### src/rtl/hangman_game_ctrl_pkg.sv
// Shared constants for the hangman controller: keyboard codes, game phase
// encoding and the scancode-to-letter-index helper.
package hangman_pkg;

  localparam logic [7:0] SC_ENTER = 8'h5A;
  localparam logic [7:0] SC_BKSL  = 8'h5D;
  localparam logic [4:0] SC_IDX_NONE = 5'd31;

  typedef enum logic [2:0] {
    IDLE  = 3'd0,
    ENTRY = 3'd1,
    GUESS = 3'd2,
    CHECK = 3'd3,
    WIN   = 3'd4,
    LOSE  = 3'd5
  } phase_e;

  // Set-2 scancodes of A..Z map to 0..25; anything else maps to 31.
  function automatic logic [4:0] sc_to_idx(input logic [7:0] sc);
    case (sc)
      8'h1C: return 5'd0;   8'h32: return 5'd1;   8'h21: return 5'd2;
      8'h23: return 5'd3;   8'h24: return 5'd4;   8'h2B: return 5'd5;
      8'h34: return 5'd6;   8'h33: return 5'd7;   8'h43: return 5'd8;
      8'h3B: return 5'd9;   8'h42: return 5'd10;  8'h4B: return 5'd11;
      8'h3A: return 5'd12;  8'h31: return 5'd13;  8'h44: return 5'd14;
      8'h4D: return 5'd15;  8'h15: return 5'd16;  8'h2D: return 5'd17;
      8'h1B: return 5'd18;  8'h2C: return 5'd19;  8'h3C: return 5'd20;
      8'h2A: return 5'd21;  8'h1D: return 5'd22;  8'h22: return 5'd23;
      8'h35: return 5'd24;  8'h1A: return 5'd25;
      default: return SC_IDX_NONE;
    endcase
  endfunction

endpackage

### src/rtl/hangman_game_ctrl_if.sv
// Controller <-> letter-store datapath link.
// Protocol: store_en, cmp_en and clr are single-cycle pulses with no
// backpressure; store_idx/store_code and cmp_code are valid while their
// strobe is high. The datapath answers a cmp_en pulse with hit/all_found
// valid in the cycle immediately after the pulse.
interface hangman_game_ctrl_if;
  logic       store_en;
  logic [3:0] store_idx;
  logic [7:0] store_code;
  logic       cmp_en;
  logic [7:0] cmp_code;
  logic       hit;
  logic       all_found;
  logic       clr;

  modport master (output store_en, store_idx, store_code, cmp_en, cmp_code, clr,
                  input  hit, all_found);
  modport slave  (input  store_en, store_idx, store_code, cmp_en, cmp_code, clr,
                  output hit, all_found);
endinterface

### src/rtl/hangman_game_ctrl_key_event_detect.sv
// Registers the raw scancode and produces a one-cycle event on each
// zero -> nonzero transition, together with the key class.
module key_event_detect
  import hangman_pkg::*;
(
  input  logic       clk,
  input  logic       rst,
  input  logic [7:0] scancode,
  output logic       key_evt,
  output logic [7:0] key_code,
  output logic       is_enter,
  output logic       is_bksl,
  output logic       is_letter
);

  logic [7:0] sc_q, sc_d;
  logic [7:0] sc_prev_q, sc_prev_d;

  // Next values: sample the keyboard, keep one cycle of history.
  always_comb begin
    sc_d      = scancode;
    sc_prev_d = sc_q;
  end

  // Scancode pipeline registers.
  always_ff @(posedge clk) begin
    if (rst) begin
      sc_q      <= 8'h00;
      sc_prev_q <= 8'h00;
    end else begin
      sc_q      <= sc_d;
      sc_prev_q <= sc_prev_d;
    end
  end

  assign key_evt   = (sc_q != 8'h00) && (sc_prev_q == 8'h00);
  assign key_code  = sc_q;
  assign is_enter  = (sc_q == SC_ENTER);
  assign is_bksl   = (sc_q == SC_BKSL);
  assign is_letter = !is_enter && !is_bksl;

endmodule

### src/rtl/hangman_game_ctrl.sv
// Hangman game-phase sequencer: key events in, store/compare/clear strobes
// out, miss counting and LED status. Optional macro DUP_GUESS_FILTER_EN
// suppresses compares for letters already guessed in the current game.
module hangman_game_ctrl
  import hangman_pkg::*;
#(
  parameter int MAX_LEN  = 10,
  parameter int MAX_MISS = 5
) (
  input  logic                 clk,
  input  logic                 rst,
  input  logic [7:0]           scancode,
  hangman_game_ctrl_if.master  bus,
  output logic [2:0]           phase,
  output logic [3:0]           misses,
  output logic [3:0]           word_len,
  output logic [7:0]           led
);

  logic       key_evt, is_enter, is_bksl, is_letter;
  logic [7:0] key_code;

  key_event_detect u_key (
    .clk(clk), .rst(rst), .scancode(scancode),
    .key_evt(key_evt), .key_code(key_code),
    .is_enter(is_enter), .is_bksl(is_bksl), .is_letter(is_letter)
  );

  phase_e     state_q, state_d;
  logic [7:0] cur_code_q, cur_code_d;
  logic       cur_valid_q, cur_valid_d;
  logic [3:0] word_len_q, word_len_d;
  logic [3:0] misses_q, misses_d;
  logic       store_en_q, store_en_d;
  logic [3:0] store_idx_q, store_idx_d;
  logic [7:0] store_code_q, store_code_d;
  logic       cmp_en_q, cmp_en_d;
  logic [7:0] cmp_code_q, cmp_code_d;
  logic       clr_q, clr_d;
  logic [7:0] led_q, led_d;
`ifdef DUP_GUESS_FILTER_EN
  logic [25:0] guessed_q, guessed_d;
  logic [4:0]  cur_idx;
`endif

  // Next-state and registered-output logic for the game flow.
  always_comb begin
    state_d      = state_q;
    cur_code_d   = cur_code_q;
    cur_valid_d  = cur_valid_q;
    word_len_d   = word_len_q;
    misses_d     = misses_q;
    store_en_d   = 1'b0;
    store_idx_d  = store_idx_q;
    store_code_d = store_code_q;
    cmp_en_d     = 1'b0;
    cmp_code_d   = cmp_code_q;
    clr_d        = 1'b0;
    led_d        = 8'h00;
`ifdef DUP_GUESS_FILTER_EN
    guessed_d    = guessed_q;
    cur_idx      = sc_to_idx(cur_code_q);
`endif
    case (state_q)
      IDLE: begin
        clr_d       = 1'b1;
        word_len_d  = 4'd0;
        misses_d    = 4'd0;
        cur_valid_d = 1'b0;
        cur_code_d  = 8'h00;
`ifdef DUP_GUESS_FILTER_EN
        guessed_d   = '0;
`endif
        state_d     = ENTRY;
      end
      ENTRY: begin
        if (key_evt) begin
          if (is_letter) begin
            cur_code_d  = key_code;
            cur_valid_d = 1'b1;
          end else if (is_enter && cur_valid_q) begin
            store_en_d   = 1'b1;
            store_idx_d  = word_len_q;
            store_code_d = cur_code_q;
            word_len_d   = word_len_q + 4'd1;
            cur_valid_d  = 1'b0;
            if (word_len_q + 4'd1 == 4'(MAX_LEN)) state_d = GUESS;
          end else if (is_bksl && word_len_q != 4'd0) begin
            cur_valid_d = 1'b0;
            state_d     = GUESS;
          end
        end
      end
      GUESS: begin
        // The cycle carrying cmp_en leads into the single CHECK cycle, where
        // the datapath answer is valid.
        if (cmp_en_q) begin
          state_d = CHECK;
        end else if (key_evt) begin
          if (is_letter) begin
            cur_code_d  = key_code;
            cur_valid_d = 1'b1;
          end else if (is_enter && cur_valid_q) begin
            cur_valid_d = 1'b0;
`ifdef DUP_GUESS_FILTER_EN
            if (cur_idx == SC_IDX_NONE || !guessed_q[cur_idx]) begin
              if (cur_idx != SC_IDX_NONE) guessed_d[cur_idx] = 1'b1;
              cmp_en_d   = 1'b1;
              cmp_code_d = cur_code_q;
            end
`else
            cmp_en_d   = 1'b1;
            cmp_code_d = cur_code_q;
`endif
          end
        end
      end
      CHECK: begin
        if (bus.hit) begin
          state_d = bus.all_found ? WIN : GUESS;
        end else begin
          if (misses_q != 4'(MAX_MISS)) misses_d = misses_q + 4'd1;
          state_d = (misses_q + 4'd1 == 4'(MAX_MISS)) ? LOSE : GUESS;
        end
      end
      WIN, LOSE: begin
        if (key_evt && is_enter) state_d = IDLE;
      end
      default: state_d = IDLE;
    endcase

    case (state_d)
      ENTRY:        led_d = cur_code_d;
      GUESS, CHECK: led_d = {4'b0000, misses_d};
      WIN:          led_d = 8'hFF;
      LOSE:         led_d = 8'(MAX_MISS);
      default:      led_d = 8'h00;
    endcase
  end

  // State and output registers.
  always_ff @(posedge clk) begin
    if (rst) begin
      state_q      <= IDLE;
      cur_code_q   <= 8'h00;
      cur_valid_q  <= 1'b0;
      word_len_q   <= 4'd0;
      misses_q     <= 4'd0;
      store_en_q   <= 1'b0;
      store_idx_q  <= 4'd0;
      store_code_q <= 8'h00;
      cmp_en_q     <= 1'b0;
      cmp_code_q   <= 8'h00;
      clr_q        <= 1'b0;
      led_q        <= 8'h00;
`ifdef DUP_GUESS_FILTER_EN
      guessed_q    <= '0;
`endif
    end else begin
      state_q      <= state_d;
      cur_code_q   <= cur_code_d;
      cur_valid_q  <= cur_valid_d;
      word_len_q   <= word_len_d;
      misses_q     <= misses_d;
      store_en_q   <= store_en_d;
      store_idx_q  <= store_idx_d;
      store_code_q <= store_code_d;
      cmp_en_q     <= cmp_en_d;
      cmp_code_q   <= cmp_code_d;
      clr_q        <= clr_d;
      led_q        <= led_d;
`ifdef DUP_GUESS_FILTER_EN
      guessed_q    <= guessed_d;
`endif
    end
  end

  assign bus.store_en   = store_en_q;
  assign bus.store_idx  = store_idx_q;
  assign bus.store_code = store_code_q;
  assign bus.cmp_en     = cmp_en_q;
  assign bus.cmp_code   = cmp_code_q;
  assign bus.clr        = clr_q;
  assign phase          = state_q;
  assign misses         = misses_q;
  assign word_len       = word_len_q;
  assign led            = led_q;

endmodule
### src/flat_wrapper.sv
// flat-port wrapper written by rule: the top's interface ports become plain ports
module hangman_game_ctrl_flat import hangman_pkg::*;
#(
  parameter int MAX_LEN  = 10,
  parameter int MAX_MISS = 5
)
  (clk, rst, scancode, phase, misses, word_len, led, bus_store_en, bus_store_idx, bus_store_code, bus_cmp_en, bus_cmp_code, bus_clr, bus_hit, bus_all_found);
  hangman_game_ctrl_if bus_i ();
  input  logic clk;
  input  logic rst;
  input  logic [7:0] scancode;
  output logic [2:0] phase;
  output logic [3:0] misses;
  output logic [3:0] word_len;
  output logic [7:0] led;
  output wire logic [$bits(bus_i.store_en)-1:0] bus_store_en;
  output wire logic [$bits(bus_i.store_idx)-1:0] bus_store_idx;
  output wire logic [$bits(bus_i.store_code)-1:0] bus_store_code;
  output wire logic [$bits(bus_i.cmp_en)-1:0] bus_cmp_en;
  output wire logic [$bits(bus_i.cmp_code)-1:0] bus_cmp_code;
  output wire logic [$bits(bus_i.clr)-1:0] bus_clr;
  input wire logic [$bits(bus_i.hit)-1:0] bus_hit;
  input wire logic [$bits(bus_i.all_found)-1:0] bus_all_found;
  assign bus_store_en = bus_i.store_en;
  assign bus_store_idx = bus_i.store_idx;
  assign bus_store_code = bus_i.store_code;
  assign bus_cmp_en = bus_i.cmp_en;
  assign bus_cmp_code = bus_i.cmp_code;
  assign bus_clr = bus_i.clr;
  assign bus_i.hit = bus_hit;
  assign bus_i.all_found = bus_all_found;
  hangman_game_ctrl #(.MAX_LEN(MAX_LEN), .MAX_MISS(MAX_MISS)) u_core (.clk(clk), .rst(rst), .scancode(scancode), .bus(bus_i), .phase(phase), .misses(misses), .word_len(word_len), .led(led));
endmodule
### config.mk
export PLATFORM = sky130hd
export DESIGN_NAME = hangman_game_ctrl_flat
export DESIGN_NICKNAME = d
export VERILOG_FILES = /design/src/rtl/hangman_game_ctrl_pkg.sv /design/src/rtl/hangman_game_ctrl_if.sv /design/src/rtl/hangman_game_ctrl_key_event_detect.sv /design/src/rtl/hangman_game_ctrl.sv /design/src/flat_wrapper.sv
export SDC_FILE = /design/constraint.sdc
export NUM_CORES = 1
export LEC_CHECK = 0
export BUFFER_PORTS_ARGS = -buffer_cell sky130_fd_sc_hd__clkbuf_2
export CAP_MARGIN = 5
export CELL_PAD_IN_SITES_DETAIL_PLACEMENT = 0
export CELL_PAD_IN_SITES_GLOBAL_PLACEMENT = 2
export CORE_ASPECT_RATIO = 0.6
export CORE_MARGIN = 2
export CORE_UTILIZATION = 33
export CTS_CLUSTER_SIZE = 25
export DETAILED_ROUTE_END_ITERATION = 8
export GPL_TIMING_DRIVEN = 0
export PLACE_DENSITY_LB_ADDON = 0.1
export SLEW_MARGIN = 25
export SYNTH_ARGS = -nofsm -noshare
export SYNTH_HDL_FRONTEND = slang
export SYNTH_HIERARCHICAL = 1
export SYNTH_SLANG_ARGS = --single-unit
### constraint.sdc
create_clock -name clk -period 3.5 [get_ports clk]
set_clock_uncertainty 0.1 [all_clocks]
set_input_delay 1.05 -clock clk [delete_from_list [all_inputs] [get_ports clk]]
set_output_delay 1.05 -clock clk [all_outputs]
set_load 0.02 [all_outputs]
==> flow_metrics.env <==
export IMPL_clk_insertion_delay_late_ns=0.33
export IMPL_hpwl_um=5520
export IMPL_dieArea_um2=9190
export IMPL_cts_clk_slew_worst_paths_ns=0.06
export IMPL_floorplan_initialDensity_pct=34.7
export IMPL_cp_end_kind="register"
export IMPL_first_pass_grt_wire_length_um=12000
export IMPL_num_nets_final=387
export IMPL_synthToLayoutAreaGrowth_pct=26.4
export IMPL_wl_per_cell_um=15.8
export IMPL_synth_avg_cell_area_um2=9.10
export IMPL_synth_largest_area_cell="dfxtp_1"
export IMPL_timing_setup_tns_ns=0
export IMPL_setup_worst_path_start_class="register"
export IMPL_synth_flop_cell="dfxtp_1"
export IMPL_insertedDiodeCount=0
export IMPL_rsz0062_at_grt="false"
export IMPL_dpl_instance_area_um2=3180
export IMPL_ys_ff_latch=67
export IMPL_max_clock_freq_mhz=303
export IMPL_finish_instance_area_um2=3510
export IMPL_grt_antenna_before_repair=0
export IMPL_crit_required_ns=3.65
export IMPL_peak_ir_drop_on_the_vdd_network_mv=0.309
export IMPL_hp_class="register to register"
export IMPL_routability_cong=0.802
export IMPL_mappedNetlistNets=323
export IMPL_syn_cell_area_um2=2780
export IMPL_r2r_end="u_core/bus.store_code[7]"
export IMPL_ff2ff_setup_slack_ns=0.20
export IMPL_outcome="finished, final reports clean"
export IMPL_cts_root_buffer="clkbuf_16"
export IMPL_timing_final_setup_violations=0
export IMPL_worstHoldPathCells=2
export IMPL_largest_net_degree_at_the_start_of_global_routing=14
export IMPL_dieWidth_um=122
export IMPL_h_tree_levels=3
export IMPL_drive_gt1_share_pct=21.7
export IMPL_syn_instance_count=305
export IMPL_design_core_area_um2=8010
export IMPL_timing_max_slew_rel_slack_pct=42.0
export IMPL_timing_critical_path_from="u_core/u_key/key_code[1]"
export IMPL_die_y_um=75.1
export IMPL_synth_enable_flop_cells=0
export IMPL_maxCapViolCount=0
export IMPL_pin_count=54
export IMPL_iteration_0_drc_count_of_the_detailed_router=173
export IMPL_layout_min_cycle_time_ns=3.30
export IMPL_postCtsHoldBufs=0
export IMPL_final_max_slew_violation_count=0
export IMPL_synth_cell_types=53
export IMPL_gr_total_overflow=0
export IMPL_static_leakage_power_nw=1.51
export IMPL_worst_slew_pin_transition_ns=0.863
export IMPL_vias_in_the_first_global_route=2184
export IMPL_p_total_mw=1.90
export IMPL_wirelength_um=7600
export IMPL_drt_pass1_iterations=4
export IMPL_yosys_warnings=6
export IMPL_cts_made_buffers=9
export IMPL_netlist_top_cells_area="dfxtp_1 48%, nand2_1 5.1%, a21oi_1 3.8%"
export IMPL_via_count=2373
export IMPL_max_clock_path_buffers=2
export IMPL_worst_ep_arrival_time_ns=3.45
export IMPL_worst_hold_path_endpoint="u_core/bus.store_code[4]"
export IMPL_place_detailed_instances=466
export IMPL_number_of_antenna_violating_nets_in_the_routed_design=0
export IMPL_synth_sequential_area_ratio_pct=48.3
export IMPL_floorplan_rows=25
export IMPL_beginning_of_the_worst_hold_path="u_core/bus.store_code[4]"
export IMPL_cts_repair_timing_setup_buffer_count=0
export IMPL_netlist_area_leader_share_pct=48.3
export IMPL_cts_tree="yes"
export IMPL_final_cell_count_no_fill=482
export IMPL_vias_per_cell=4.92
export IMPL_crit_reg2reg_launch="u_core/u_key/key_code[1]"
export IMPL_ys_async_sr_fraction_pct=0
export IMPL_detail_route_drc_violations=0
export IMPL_buffers_on_ports=53
export IMPL_cts_sinks=67
export IMPL_top_fanout_value_on_the_critical_path=10
export IMPL_layout_worst_path_cycle_share_pct=94.3
export IMPL_power_per_cell_area_nw_per_um2=540
export IMPL_worst_r2r_path_depth=8
export IMPL_worst_setup_path_type="register to register"
export IMPL_track_usage_pct=17.7
export IMPL_final_hold_violation_count=0
layout make-up:
cell class                 instances  area [µm²]
fill                             846        4500
clock buffer                       9         225
clock inverter                     7         101
inverter                          15        56.3
multi-input combinational        208        1330
buffer                            15        58.8
tap                              108         135
timing repair buffer              53         265
sequential                        67        1340
registers in the layout, summed over array words and instances, names as in the netlist:
signal / flops
u_core/phase: 3
u_core/u_key/sc_prev_q: 8
u_core/bus.store_idx: 4
u_core/bus.store_code: 8
u_core/u_key/key_code: 8
u_core/bus.clr: 1
u_core/bus.cmp_en: 1
u_core/bus.store_en: 1
u_core/misses: 4
u_core/cur_valid_q: 1
u_core/word_len: 4
u_core/led: 8
u_core/cur_code_q: 8
u_core/bus.cmp_code: 8
worst max-delay path by stage:
stage	slack, ns	to
floorplan	0.68	u_core/led[3]
global placement	0.04	u_core/word_len[1]
detailed placement	0.12	u_core/word_len[1]
CTS	0.05	u_core/bus.store_code[7]
global route	0.04	u_core/bus.store_code[7]
finish	0.20	u_core/bus.store_code[7]
routing by layer:
metal | global-route usage, % | vias up | routed length, µm
li1 | - | 1198 | -
met1 | 26.7 | 1105 | 3960
met2 | 24.4 | 66 | 3100
met3 | 4.62 | 4 | 489
met4 | 5.36 | 0 | 51
met5 | 0 | - | 0
placed cells by master (no fill, tap or decap), types with 2 or more instances in the layout:
cell type	n
or4_1	2
nand2b_1	5
a21oi_1	21
inv_1	15
a41o_1	2
clkbuf_2	53
clkbuf_16	9
or3_1	2
clkbuf_1	10
xnor2_1	2
a21o_1	5
nor4_1	2
dfxtp_1	67
nor2_1	27
nand3b_1	4
mux2i_1	9
buf_1	3
o211ai_1	3
or3b_1	5
nor2b_1	16
a22oi_1	7
bufinv_16	2
a31oi_1	3
and4b_1	2
nor3_1	6
or2_2	3
nand2_1	38
clkinv_4	2
buf_2	2
a21boi_0	2
and2_1	2
nand3_1	9
ha_1	6
logic make-up (layout without fill, tap and decap cells):
group | Yosys count | in the layout | synth area share, %
AO/OA/AOI/OAI | 61 | 61 | 16.4
buffers and inverters | 30 | 99 | 4.15
AND/OR/NAND/NOR | 129 | 129 | 24.1
XOR/XNOR | 2 | 2 | 0.631
adder cells (fa/ha/maj) | 6 | 6 | 2.70
flip-flops | 67 | 67 | 48.3
multiplexers | 10 | 10 | 3.65
what timing repair did:
item	in CTS	in global routing
endpoints found under the setup margin	0	13
gates resized for setup	0	1
hold endpoints to repair	0	0
power breakdown:
part	switching [mW]	internal (mW)	total, mW
sequential	0.0141	0.780	0.794
combinational	0.0792	0.0443	0.123
clock	0.349	0.629	0.978
total	0.442	1.45	1.90
synth_stat cells (2+ instances only):
cell and instances:
nand2b_1 5, o211ai_1 3, a21o_1 5, nor2_1 27, or3b_1 5, or4_1 2
a22oi_1 7, nor4_1 2, a21boi_0 2, buf_1 3, clkbuf_1 10, dfxtp_1 67
nand2_1 38, xnor2_1 2, a31oi_1 3, or2_2 3, nand3b_1 4, mux2i_1 9
buf_2 2, nor2b_1 16, a41o_1 2, nor3_1 6, or3_1 2, a211oi_1 2
and4b_1 2, ha_1 6, inv_1 15, a21oi_1 21, nand3_1 9, and2_1 2
per-stage QoR:
stage          worst slack (ns)  util [%]  hold slack [ns]
3_3_place_gp             0.0382      39.7            0.346
5_1_grt                  0.0393      43.8            0.379
3_5_place_dp              0.123      39.7            0.349
6_report                  0.200      43.8            0.353
2_1_floorplan             0.679         -            0.344
4_1_cts                  0.0471      43.8            0.357
worst max-delay path, cell delays in order, from the launching register on:
cell	delay [ns]
dfxtp_1	0.42
or3b_1	0.38
nor3_1	0.67
and4b_1	0.44
and3_1	0.19
clkbuf_1	0.28
clkbuf_1	0.46
nand2_1	0.12
a21oi_1	0.16
Note: power is estimated with default switching activity, not from simulation.
